**config.mk**
```make
export PLATFORM = sky130hd
export DESIGN_NAME = uvmt_clk_st_period_chkr
export DESIGN_NICKNAME = d
export VERILOG_FILES = /design/src/rtl/uvmt_clk_st_period_chkr.sv
export SDC_FILE = /design/constraint.sdc
export NUM_CORES = 1
export LEC_CHECK = 0
export ABC_AREA = 1
export BUFFER_PORTS_ARGS = -buffer_cell sky130_fd_sc_hd__buf_2
export CAP_MARGIN = 30
export CORE_MARGIN = 2
export CORE_UTILIZATION = 51
export CTS_CLUSTER_DIAMETER = 60
export CTS_CLUSTER_SIZE = 28
export DETAILED_ROUTE_END_ITERATION = 6
export PLACE_DENSITY = 0.78
export SYNTH_ARGS = -nofsm -noshare
export SYNTH_HDL_FRONTEND = slang
export SYNTH_SLANG_ARGS = --single-unit
```
**constraint.sdc**
```tcl
create_clock -name clk -period 10.2 [get_ports clk]
set_clock_uncertainty 0.15 [all_clocks]
set_input_delay 0 -clock clk [delete_from_list [all_inputs] [get_ports clk]]
set_output_delay 0 -clock clk [all_outputs]
set_load 0.005 [all_outputs]
```
**src/rtl/uvmt_clk_st_period_chkr.sv**
```systemverilog
// Clock-period checker: oversamples NUM_CH clocks, measures their periods,
// checks them against expectations and cross-checks active/passive pairs.
module uvmt_clk_st_period_chkr #(
    parameter int NUM_CH   = 2,
    parameter int CNT_W    = 16,
    parameter int TOL      = 1,
    parameter int SETTLE_N = 2,
    parameter int LOCK_N   = 4,
    parameter int ERRC_W   = 8
) (
    input  logic                       clk,
    input  logic                       reset_n,
    input  logic                       en_i,
    input  logic                       clr_i,
    input  logic [NUM_CH-1:0]          mon_clk_i,
    input  logic [NUM_CH*CNT_W-1:0]    exp_period_i,
    output logic [NUM_CH*CNT_W-1:0]    period_o,
    output logic [NUM_CH-1:0]          period_vld_o,
    output logic [NUM_CH-1:0]          lock_o,
    output logic [NUM_CH-1:0]          err_o,
    output logic [NUM_CH-1:0]          stuck_o,
    output logic [NUM_CH*ERRC_W-1:0]   err_cnt_o,
    output logic [NUM_CH/2-1:0]        pair_err_o
);

    typedef enum logic [1:0] {
        IDLE,
        WAIT,
        SETTLE,
        CHECK
    } state_t;

    localparam int SW = (SETTLE_N > 0) ? $clog2(SETTLE_N + 1) : 1;
    localparam int GW = $clog2(LOCK_N + 1);

    localparam logic [CNT_W-1:0]  CNT_MAX = '1;
    localparam logic [ERRC_W-1:0] EC_MAX  = '1;
    localparam logic [CNT_W:0]    TOL_V   = (CNT_W + 1)'(TOL);

    for (genvar i = 0; i < NUM_CH; i++) begin : g_ch
        logic              s1;
        logic              s2;
        logic              s3;
        logic              rise;
        state_t            st_q;
        state_t            st_d;
        logic [CNT_W-1:0]  cnt_q;
        logic [CNT_W-1:0]  cnt_d;
        logic [CNT_W-1:0]  per_q;
        logic [CNT_W-1:0]  per_d;
        logic [CNT_W-1:0]  meas;
        logic [CNT_W-1:0]  exp_p;
        logic [SW-1:0]     set_q;
        logic [SW-1:0]     set_d;
        logic [GW-1:0]     good_q;
        logic [GW-1:0]     good_d;
        logic              lock_q;
        logic              lock_d;
        logic              vld_q;
        logic              vld_d;
        logic              err_q;
        logic              err_d;
        logic              stk_q;
        logic              stk_d;
        logic [ERRC_W-1:0] ec_q;
        logic [ERRC_W-1:0] ec_d;
        logic              err_ev;
        logic              to_ev;
        logic              tmo;
        logic              in_tol;
        logic [CNT_W:0]    diff;
        logic [CNT_W:0]    adiff;

        assign exp_p  = exp_period_i[i*CNT_W +: CNT_W];
        assign rise   = s2 & ~s3;
        assign meas   = cnt_q + CNT_W'(1);
        assign diff   = {1'b0, meas} - {1'b0, exp_p};
        assign adiff  = diff[CNT_W] ? -diff : diff;
        assign in_tol = (adiff <= TOL_V);
        // Fires only on the step into saturation, so once per stall
        assign tmo    = (st_q != IDLE) && !rise
                        && (cnt_q == CNT_MAX - CNT_W'(1));

        // Two-flop synchronizer plus history flop for edge detection
        always_ff @(posedge clk or negedge reset_n) begin
            if (!reset_n) begin
                s1 <= 1'b0;
                s2 <= 1'b0;
                s3 <= 1'b0;
            end else begin
                s1 <= mon_clk_i[i];
                s2 <= s1;
                s3 <= s2;
            end
        end

        // Next-state: FSM, period counter, checks and sticky status
        always_comb begin
            st_d   = st_q;
            cnt_d  = cnt_q;
            set_d  = set_q;
            good_d = good_q;
            lock_d = lock_q;
            per_d  = per_q;
            vld_d  = 1'b0;
            err_d  = err_q;
            stk_d  = stk_q;
            ec_d   = ec_q;
            err_ev = 1'b0;
            to_ev  = 1'b0;
            if (!en_i) begin
                st_d   = IDLE;
                cnt_d  = '0;
                set_d  = '0;
                good_d = '0;
                lock_d = 1'b0;
            end else if (st_q == IDLE) begin
                cnt_d = '0;
                st_d  = WAIT;
            end else begin
                if (rise) begin
                    cnt_d = '0;
                end else if (cnt_q != CNT_MAX) begin
                    cnt_d = cnt_q + CNT_W'(1);
                end
                if (tmo) begin
                    to_ev  = 1'b1;
                    err_ev = 1'b1;
                    lock_d = 1'b0;
                    good_d = '0;
                    st_d   = WAIT;
                end else if (rise) begin
                    unique case (st_q)
                        WAIT: begin
                            set_d = '0;
                            st_d  = (SETTLE_N == 0) ? CHECK : SETTLE;
                        end
                        SETTLE: begin
                            set_d = set_q + SW'(1);
                            if (set_q == SW'(SETTLE_N - 1)) begin
                                st_d = CHECK;
                            end
                        end
                        CHECK: begin
                            per_d = meas;
                            vld_d = 1'b1;
                            if (in_tol) begin
                                if (good_q != GW'(LOCK_N)) begin
                                    good_d = good_q + GW'(1);
                                end
                                if (good_q >= GW'(LOCK_N - 1)) begin
                                    lock_d = 1'b1;
                                end
                            end else begin
                                good_d = '0;
                                lock_d = 1'b0;
                                err_ev = 1'b1;
                            end
                        end
                        default: begin
                        end
                    endcase
                end
            end
            if (clr_i) begin
                err_d = 1'b0;
                stk_d = 1'b0;
                ec_d  = '0;
            end
            if (to_ev) begin
                stk_d = 1'b1;
            end
            // A same-cycle error outranks the clear
            if (err_ev) begin
                err_d = 1'b1;
                if (clr_i) begin
                    ec_d = ERRC_W'(1);
                end else if (ec_q != EC_MAX) begin
                    ec_d = ec_q + ERRC_W'(1);
                end
            end
        end

        // Per-channel state register
        always_ff @(posedge clk or negedge reset_n) begin
            if (!reset_n) begin
                st_q   <= IDLE;
                cnt_q  <= '0;
                set_q  <= '0;
                good_q <= '0;
                lock_q <= 1'b0;
                per_q  <= '0;
                vld_q  <= 1'b0;
                err_q  <= 1'b0;
                stk_q  <= 1'b0;
                ec_q   <= '0;
            end else begin
                st_q   <= st_d;
                cnt_q  <= cnt_d;
                set_q  <= set_d;
                good_q <= good_d;
                lock_q <= lock_d;
                per_q  <= per_d;
                vld_q  <= vld_d;
                err_q  <= err_d;
                stk_q  <= stk_d;
                ec_q   <= ec_d;
            end
        end

        assign period_o[i*CNT_W +: CNT_W]   = per_q;
        assign period_vld_o[i]              = vld_q;
        assign lock_o[i]                    = lock_q;
        assign err_o[i]                     = err_q;
        assign stuck_o[i]                   = stk_q;
        assign err_cnt_o[i*ERRC_W +: ERRC_W] = ec_q;
    end

    for (genvar j = 0; j < NUM_CH / 2; j++) begin : g_pair
        logic [CNT_W-1:0] pa;
        logic [CNT_W-1:0] pb;
        logic [CNT_W:0]   pd;
        logic [CNT_W:0]   pad;
        logic             hit;
        logic             mism;
        logic             pe_q;

        assign pa   = period_o[(2*j)*CNT_W +: CNT_W];
        assign pb   = period_o[(2*j+1)*CNT_W +: CNT_W];
        assign pd   = {1'b0, pa} - {1'b0, pb};
        assign pad  = pd[CNT_W] ? -pd : pd;
        assign hit  = (period_vld_o[2*j] | period_vld_o[2*j+1])
                      & lock_o[2*j] & lock_o[2*j+1];
        assign mism = hit && (pad > TOL_V);

        // Sticky pair disagreement, set wins over clear
        always_ff @(posedge clk or negedge reset_n) begin
            if (!reset_n) begin
                pe_q <= 1'b0;
            end else if (mism) begin
                pe_q <= 1'b1;
            end else if (clr_i) begin
                pe_q <= 1'b0;
            end
        end

        assign pair_err_o[j] = pe_q;
    end

endmodule

```
==> out/metrics.yaml, run 1 <==
route:
  routed_wl_um: 28400
  met3_length_um: 1570
  top_layer: "met4"
  antenna_left: 0
  via_per_inst: 5.31
  drt_iter0_markers: 760
  met1_length_um: 13100
  vias: 11100
  routedWlPerCell_um: 13.5
  wl_met2_um: 13000
  drt_pre_antenna_iters: 7
  drc: 0
timing:
  slew_viol_final: 0
  rsz0062_at_grt: "no"
  finalSetupViolCount: 0
  max_freq_mhz: 213
  finalHoldViolCount: 0
  worst_pin_slew_ns: 0.917
  tns_ns: 0
  layout_min_cycle_time_ns: 4.69
  max_slew_margin_pct: 38.4
  period_share_pct: 46.0
die:
  rows: 52
  fp.coreArea_sq_um: 20400
  die_area_sq_um: 22100
  start_util_pct: 52.5
  pin_count: 95
  fp.dieH_um: 149
  die_w_um: 149
yosys:
  synthFlopType: "dfrtp_1"
  ys_seq_area_share_pct: 25.5
  synthArstFlopShare_pct: 100
  ys_ff_latch: 109
  yosys.area.top_type: "dfrtp_1"
  synthDistinctLibCells: 51
  syn_area_sq_um: 10700
  yosys_warnings: 0
  synth-edff-count: 0
  syn_inst: 1736
  synth_top_area_share_pct: 25.5
  syn_avg_cell_area_sq_um: 6.15
  synth.area.top_cells: "dfrtp_1 (26%), nand2_1 (20%), inv_1 (10%)"
  synth_nets: 1844
finish:
  layout_commonest_cell: "nand2_1"
  drive_gt1_share_pct: 9.47
  final_nets: 1930
  final_cell_mix: "nand2_1 (579), inv_1 (286), nand3_1 (156)"
  post-route-util_pct: 57.6
  syn_to_final_growth_pct: 9.76
  antenna_cells: 0
  n_fill_cell: 2001
run:
  maxCapViolCount: 0
outcome:
  outcome: "complete, no violations"
worst_setup_path:
  cp_data_required_time_ns: 10.35
  crit_arrival_ns: 4.84
  cp-start-kind: "flop"
  endpoint_kind: "flop"
  worstPathMaxFanout: 25
  critPathKind: "flop to flop"
pwr:
  swShare_pct: 48.4
  power_frac_seq_pct: 26.8
  power.density_nw_per_um2: 176
  netSwitchingPower_mw: 1.00
  p_int_mw: 1.06
  clockPowerShare_pct: 16.5
  p_leak_nw: 6.81
  pwr-share-comb_pct: 56.7
  ir_worst_vdd_v: 0.000101
clock_tree:
  cts-root-buf: "clkbuf_16"
  tritoncts: "built"
  cts_buffers: 9
  path_clk_slew_ns: 0.08
  cts_max_level: 3
  cts.path.max_buffers: 2
  ctsResizeCount: 0
  cts_sinks: 109
  insertion_delay_ns: 0.35
global_routing:
  grt_max_degree: 45
  antenna_found_initial: 0
  track_usage_pct: 26.3
  grt_pass1_vias: 10300
  grt_pass1_wl_um: 47600
  overflow: 0
placed_design:
  gp_congestion: 0.944
  hpwl_um: 22900
  port_buffers: 94
min_path:
  min_path_type: "input port to async pin"
## cell usage after synthesis (3+ instances only)
cell	count
ha_1	67
o21bai_1	4
o21ai_0	74
xnor2_1	13
nand3_1	156
nand3b_1	15
buf_2	3
nand4_1	42
nor2_1	154
nor3_1	30
a21oi_1	53
nand3_2	7
nand2_1	579
nor2_2	7
buf_4	8
clkbuf_1	14
a21oi_2	3
fa_1	3
dfrtp_1	109
o21a_1	5
nor4_1	5
nand2_4	4
a31oi_1	8
inv_1	286
xor2_1	23
a21o_1	5
buf_6	4
a211oi_1	4
inv_2	5
nand2_2	20
## state kept, by name, summed over array words and instances, names as in the netlist
name,count
g_ch.s2,2
g_ch.set_q,4
g_ch.s1,2
pair_err_o,1
g_ch.cnt_q,32
g_ch.lock_q,2
g_ch.vld_q,2
g_ch.st_q,4
g_ch.good_q,6
g_ch.err_q,2
g_ch.per_q,32
g_ch.ec_q,16
g_ch.s3,2
g_ch.stk_q,2
## cell type report
| type | count | area [sq um] | share of cell area, % |
|---|---|---|---|
| clock buffers | 10 | 239 | 2.04 |
| flip-flops and latches | 109 | 2730 | 23.3 |
| multi-input cells | 1306 | 6680 | 57.0 |
| repair buffers | 105 | 601 | 5.12 |
| inverters | 291 | 1090 | 9.32 |
| well taps | 270 | 338 | 2.88 |
| clock inverters | 6 | 46.3 | 0.395 |
## cell families (layout without fill, tap and decap cells)
logic type / after synthesis / count (layout) / synth area share (%)
compound gates: 170 / 170 / 9.20
xor+xnor: 37 / 37 / 3.10
fa+ha+maj: 70 / 70 / 8.41
buf+inv: 321 / 412 / 12.0
flops: 109 / 109 / 25.5
simple gates: 1029 / 1029 / 41.8
## power groups by stage
| stage | Combinational (mW) | Sequential (mW) | Clock, mW |
|---|---|---|---|
| final | 1.17 | 0.553 | 0.342 |
| after global routing | 1.35 | 0.561 | 0.365 |
| after CTS | 1.15 | 0.553 | 0.345 |
| after detailed placement | 1.14 | 0.561 | 0 |
| after global placement | 1.12 | 0.558 | 0 |
| after floorplan | 0.861 | 0.543 | 0 |
## critical path, cell delays in order (launching register included)
cell,delay (ns)
dfrtp_1,0.45
inv_1,0.11
nor4_1,0.42
nand3_1,0.20
nor2_1,0.20
inv_1,0.10
nor2_1,0.09
nand2_1,0.06
xnor2_1,0.26
ha_1,0.36
a21oi_1,0.22
nand2_1,0.09
a21oi_1,0.24
nand2_1,0.16
inv_2,0.32
o21ai_0,0.20
nand2_1,0.10
nand2_1,0.05
nand2_1,0.07
nand2_1,0.05
nor2_1,0.13
nand3_1,0.14
nand2_2,0.11
nand2_4,0.10
nand2_4,0.13
nand2_1,0.07
nand2_1,0.06
## metal layers
layer | vias up | global-route usage (%)
li1 | 5700 | -
met1 | 5089 | 35.3
met2 | 292 | 44.0
met3 | 49 | 3.93
met4 | 0 | 7.95
met5 | - | 0
## worst paths after layout
path / from / end / slack (ns) / cells past startpoint
min: reset_n / g_ch[1].cnt_q[1] / 0.03 / 3
max reg2reg: g_ch[1].cnt_q[0] / g_ch[1].ec_q[7] / 5.51 / 26
max in group asynchronous: reset_n / g_ch[0].s1 / 9.16 / 4
min reg2reg: g_ch[0].s1 / g_ch[0].s2 / 0.20 / 0
max: g_ch[1].cnt_q[0] / g_ch[1].ec_q[7] / 5.51 / 26
min in group clk: mon_clk_i[0] / g_ch[0].s1 / 0.14 / 2
## timing repair
item	CTS	global route
buffers inserted	0	0
hold buffers	6	0
endpoints found under the setup margin	0	0
endpoints found under the hold margin	81	0
## metrics by stage
stage | setup WS [ns] | instance area [sq um] | hold slack [ns] | cells | power [mW]
finish | 5.51 | 11700 | 0.0268 | 2097 | 2.06
global route | 4.79 | 11700 | 0.0582 | 2097 | 2.27
CTS | 5.57 | 11700 | 0.0316 | 2097 | 2.05
detailed placement | 5.61 | 11400 | -0.181 | 2075 | 1.71
global placement | 5.79 | 11300 | -0.184 | 2074 | 1.68
floorplan | 6.35 | 10700 | -0.446 | 1736 | 1.40
(Power assumes the default switching activity.)
==> inputs of run 2 (changes only) <==
- PLACE_DENSITY: 0.78 -> 0.81
- clock period: 10.2 -> 4.2 ns (I/O delays scaled with it)
==> out/metrics.yaml, run 2 (synthesis results as in run 1) <==
route:
  drc: 0
  routed_wl_um: 29800
  drt_pre_antenna_iters: 7
  antenna_left: 0
  via_per_inst: 5.38
  drt_iter0_markers: 891
  vias: 11500
  routedWlPerCell_um: 13.9
placed_design:
  port_buffers: 94
  dp_slack_ns: -0.0511
  gp_congestion: 0.940
  hpwl_um: 22900
worst_setup_path:
  crit_top_cell: "nand2_1"
  critPathLaunch: "g_ch[1].cnt_q[2]"
  cp-start-kind: "flop"
  worstPathMaxFanout: 9
  worst_path_max_delay_cell: "dfrtp_1"
  endpoint: "g_ch[1].ec_q[2]"
  reg2reg_depth: 28
  timing.rr.start: "g_ch[1].cnt_q[2]"
  r2r-end: "g_ch[1].ec_q[2]"
  endpoint_kind: "flop"
  cp_data_required_time_ns: 4.35
  crit_arrival_ns: 4.21
  cpPeakStageDelay_ns: 0.42
  reg2reg_slack_ns: 0.14
  critPathKind: "flop to flop"
min_path:
  min_path_type: "input port to flop"
  hold_path_depth: 2
global_routing:
  antenna_found_initial: 0
  track_usage_pct: 26.0
  grt_max_degree: 72
  overflow: 0
  grt_pass1_wl_um: 47500
  grt_pass1_vias: 10300
clock_tree:
  cts_sinks: 109
  cts_max_level: 3
  path_clk_slew_ns: 0.08
  insertion_delay_ns: 0.36
  cts.path.max_buffers: 2
  cts-root-buf: "clkbuf_16"
  cts_buffers: 9
  tritoncts: "built"
finish:
  antenna_cells: 0
  layout_commonest_cell: "nand2_1"
  reg_top3: "g_ch.cnt_q: 32 flops, g_ch.per_q: 32 flops, g_ch.ec_q: 16 flops"
  multiInputGateArea_sq_um: 7170
  post-route-util_pct: 61.4
  syn_to_final_growth_pct: 17.1
  final_cell_mix: "nand2_1 (564), inv_1 (282), nand3_1 (150)"
  n_fill_cell: 1841
  final_nets: 1970
  drive_gt1_share_pct: 16.1
  seqCellArea_sq_um: 2730
pwr:
  pwr-share-comb_pct: 57.1
  swShare_pct: 48.8
  power_frac_seq_pct: 26.3
  power.density_nw_per_um2: 408
  p_int_mw: 2.62
  ir_worst_vdd_v: 0.000243
  p_leak_nw: 7.08
  clockPowerShare_pct: 16.7
  netSwitchingPower_mw: 2.49
timing:
  period_share_pct: 96.7
  max_freq_mhz: 246
  max_slew_margin_pct: 35.9
  worst_pin_slew_ns: 0.960
  holdWs_ns: 0.132
  finalSetupViolCount: 0
  layout_min_cycle_time_ns: 4.06
  layout_setup_ws_ns: 0.140
  finalHoldViolCount: 0
  rsz0062_at_grt: "yes"
  slew_viol_final: 0
die:
  fp.coreArea_sq_um: 20400
  die_w_um: 149
  rows: 52
  pin_count: 95
  start_util_pct: 52.5
  die_area_sq_um: 22100
  fp.dieH_um: 149
run:
  maxCapViolCount: 0
outcome:
  outcome: "complete, no violations"
[run 2: repair_timing]
action	4_1_cts	5_1_grt
buffers inserted	0	12
setup endpoints to repair	24	26
resized for setup	3	113
hold buffers	5	0
cloned	0	4
endpoints found under the hold margin	88	0
pin swaps	0	26
[run 2: how the worst min path moves through the flow]
stage / startpoint / end / slack, ns
2_1_floorplan: reset_n / g_ch[0].cnt_q[0] / -0.45
3_3_place_gp: mon_clk_i[0] / g_ch[0].s1 / -0.04
3_5_place_dp: mon_clk_i[0] / g_ch[0].s1 / -0.04
4_1_cts: mon_clk_i[0] / g_ch[0].s1 / 0.12
5_1_grt: mon_clk_i[0] / g_ch[0].s1 / 0.14
6_report: mon_clk_i[0] / g_ch[0].s1 / 0.13
[run 2: routing by layer]
layer | wire length [um] | track usage (%) | part of all wire, %
met5 | 0 | 0 | 0
met4 | 783 | 7.52 | 2.6
met3 | 1540 | 3.28 | 5.2
met2 | 14400 | 44.9 | 48
met1 | 13100 | 34.3 | 44
[run 2: per-stage QoR]
stage               cell area (sq um)  total power, mW  TNS, ns  cells
CTS                             11900             5.06        0   2121
global route                    12500             5.58    -1.91   2137
global placement                11500             4.08        0   2100
detailed placement              11500             4.19   -0.647   2100
floorplan                       10700             3.41        0   1736
finish                          12500             5.11        0   2137
[run 2: worst max-delay path, delay by kind of cell (launching register included)]
family	cells	cell delay, ns
DFF	1	0.42
and+or+nand+nor	23	2.62
AOI/OAI and AO/OA	2	0.42
buffers and inverters	2	0.17
adders and majority gates	1	0.21
[run 2: cell type report]
| class | instances | share of cell area [%] |
|---|---|---|
| Multi-Input combinational cell | 1308 | 57.3 |
| Sequential cell | 109 | 21.8 |
| Inverter | 291 | 8.83 |
| Timing Repair Buffer | 141 | 6.80 |
| Tap cell | 270 | 2.70 |
| Clock buffer | 9 | 1.80 |
| Clock inverter | 7 | 0.600 |
| Timing Repair inverter | 2 | 0.120 |
[run 2: power by group through the flow]
stage / clock network [mW] / logic, mW / registers [mW]
6_report: 0.852 / 2.92 / 1.34
4_1_cts: 0.869 / 2.85 / 1.34
2_1_floorplan: 0 / 2.09 / 1.32
3_3_place_gp: 0 / 2.73 / 1.35
3_5_place_dp: 0 / 2.83 / 1.36
5_1_grt: 0.914 / 3.31 / 1.36
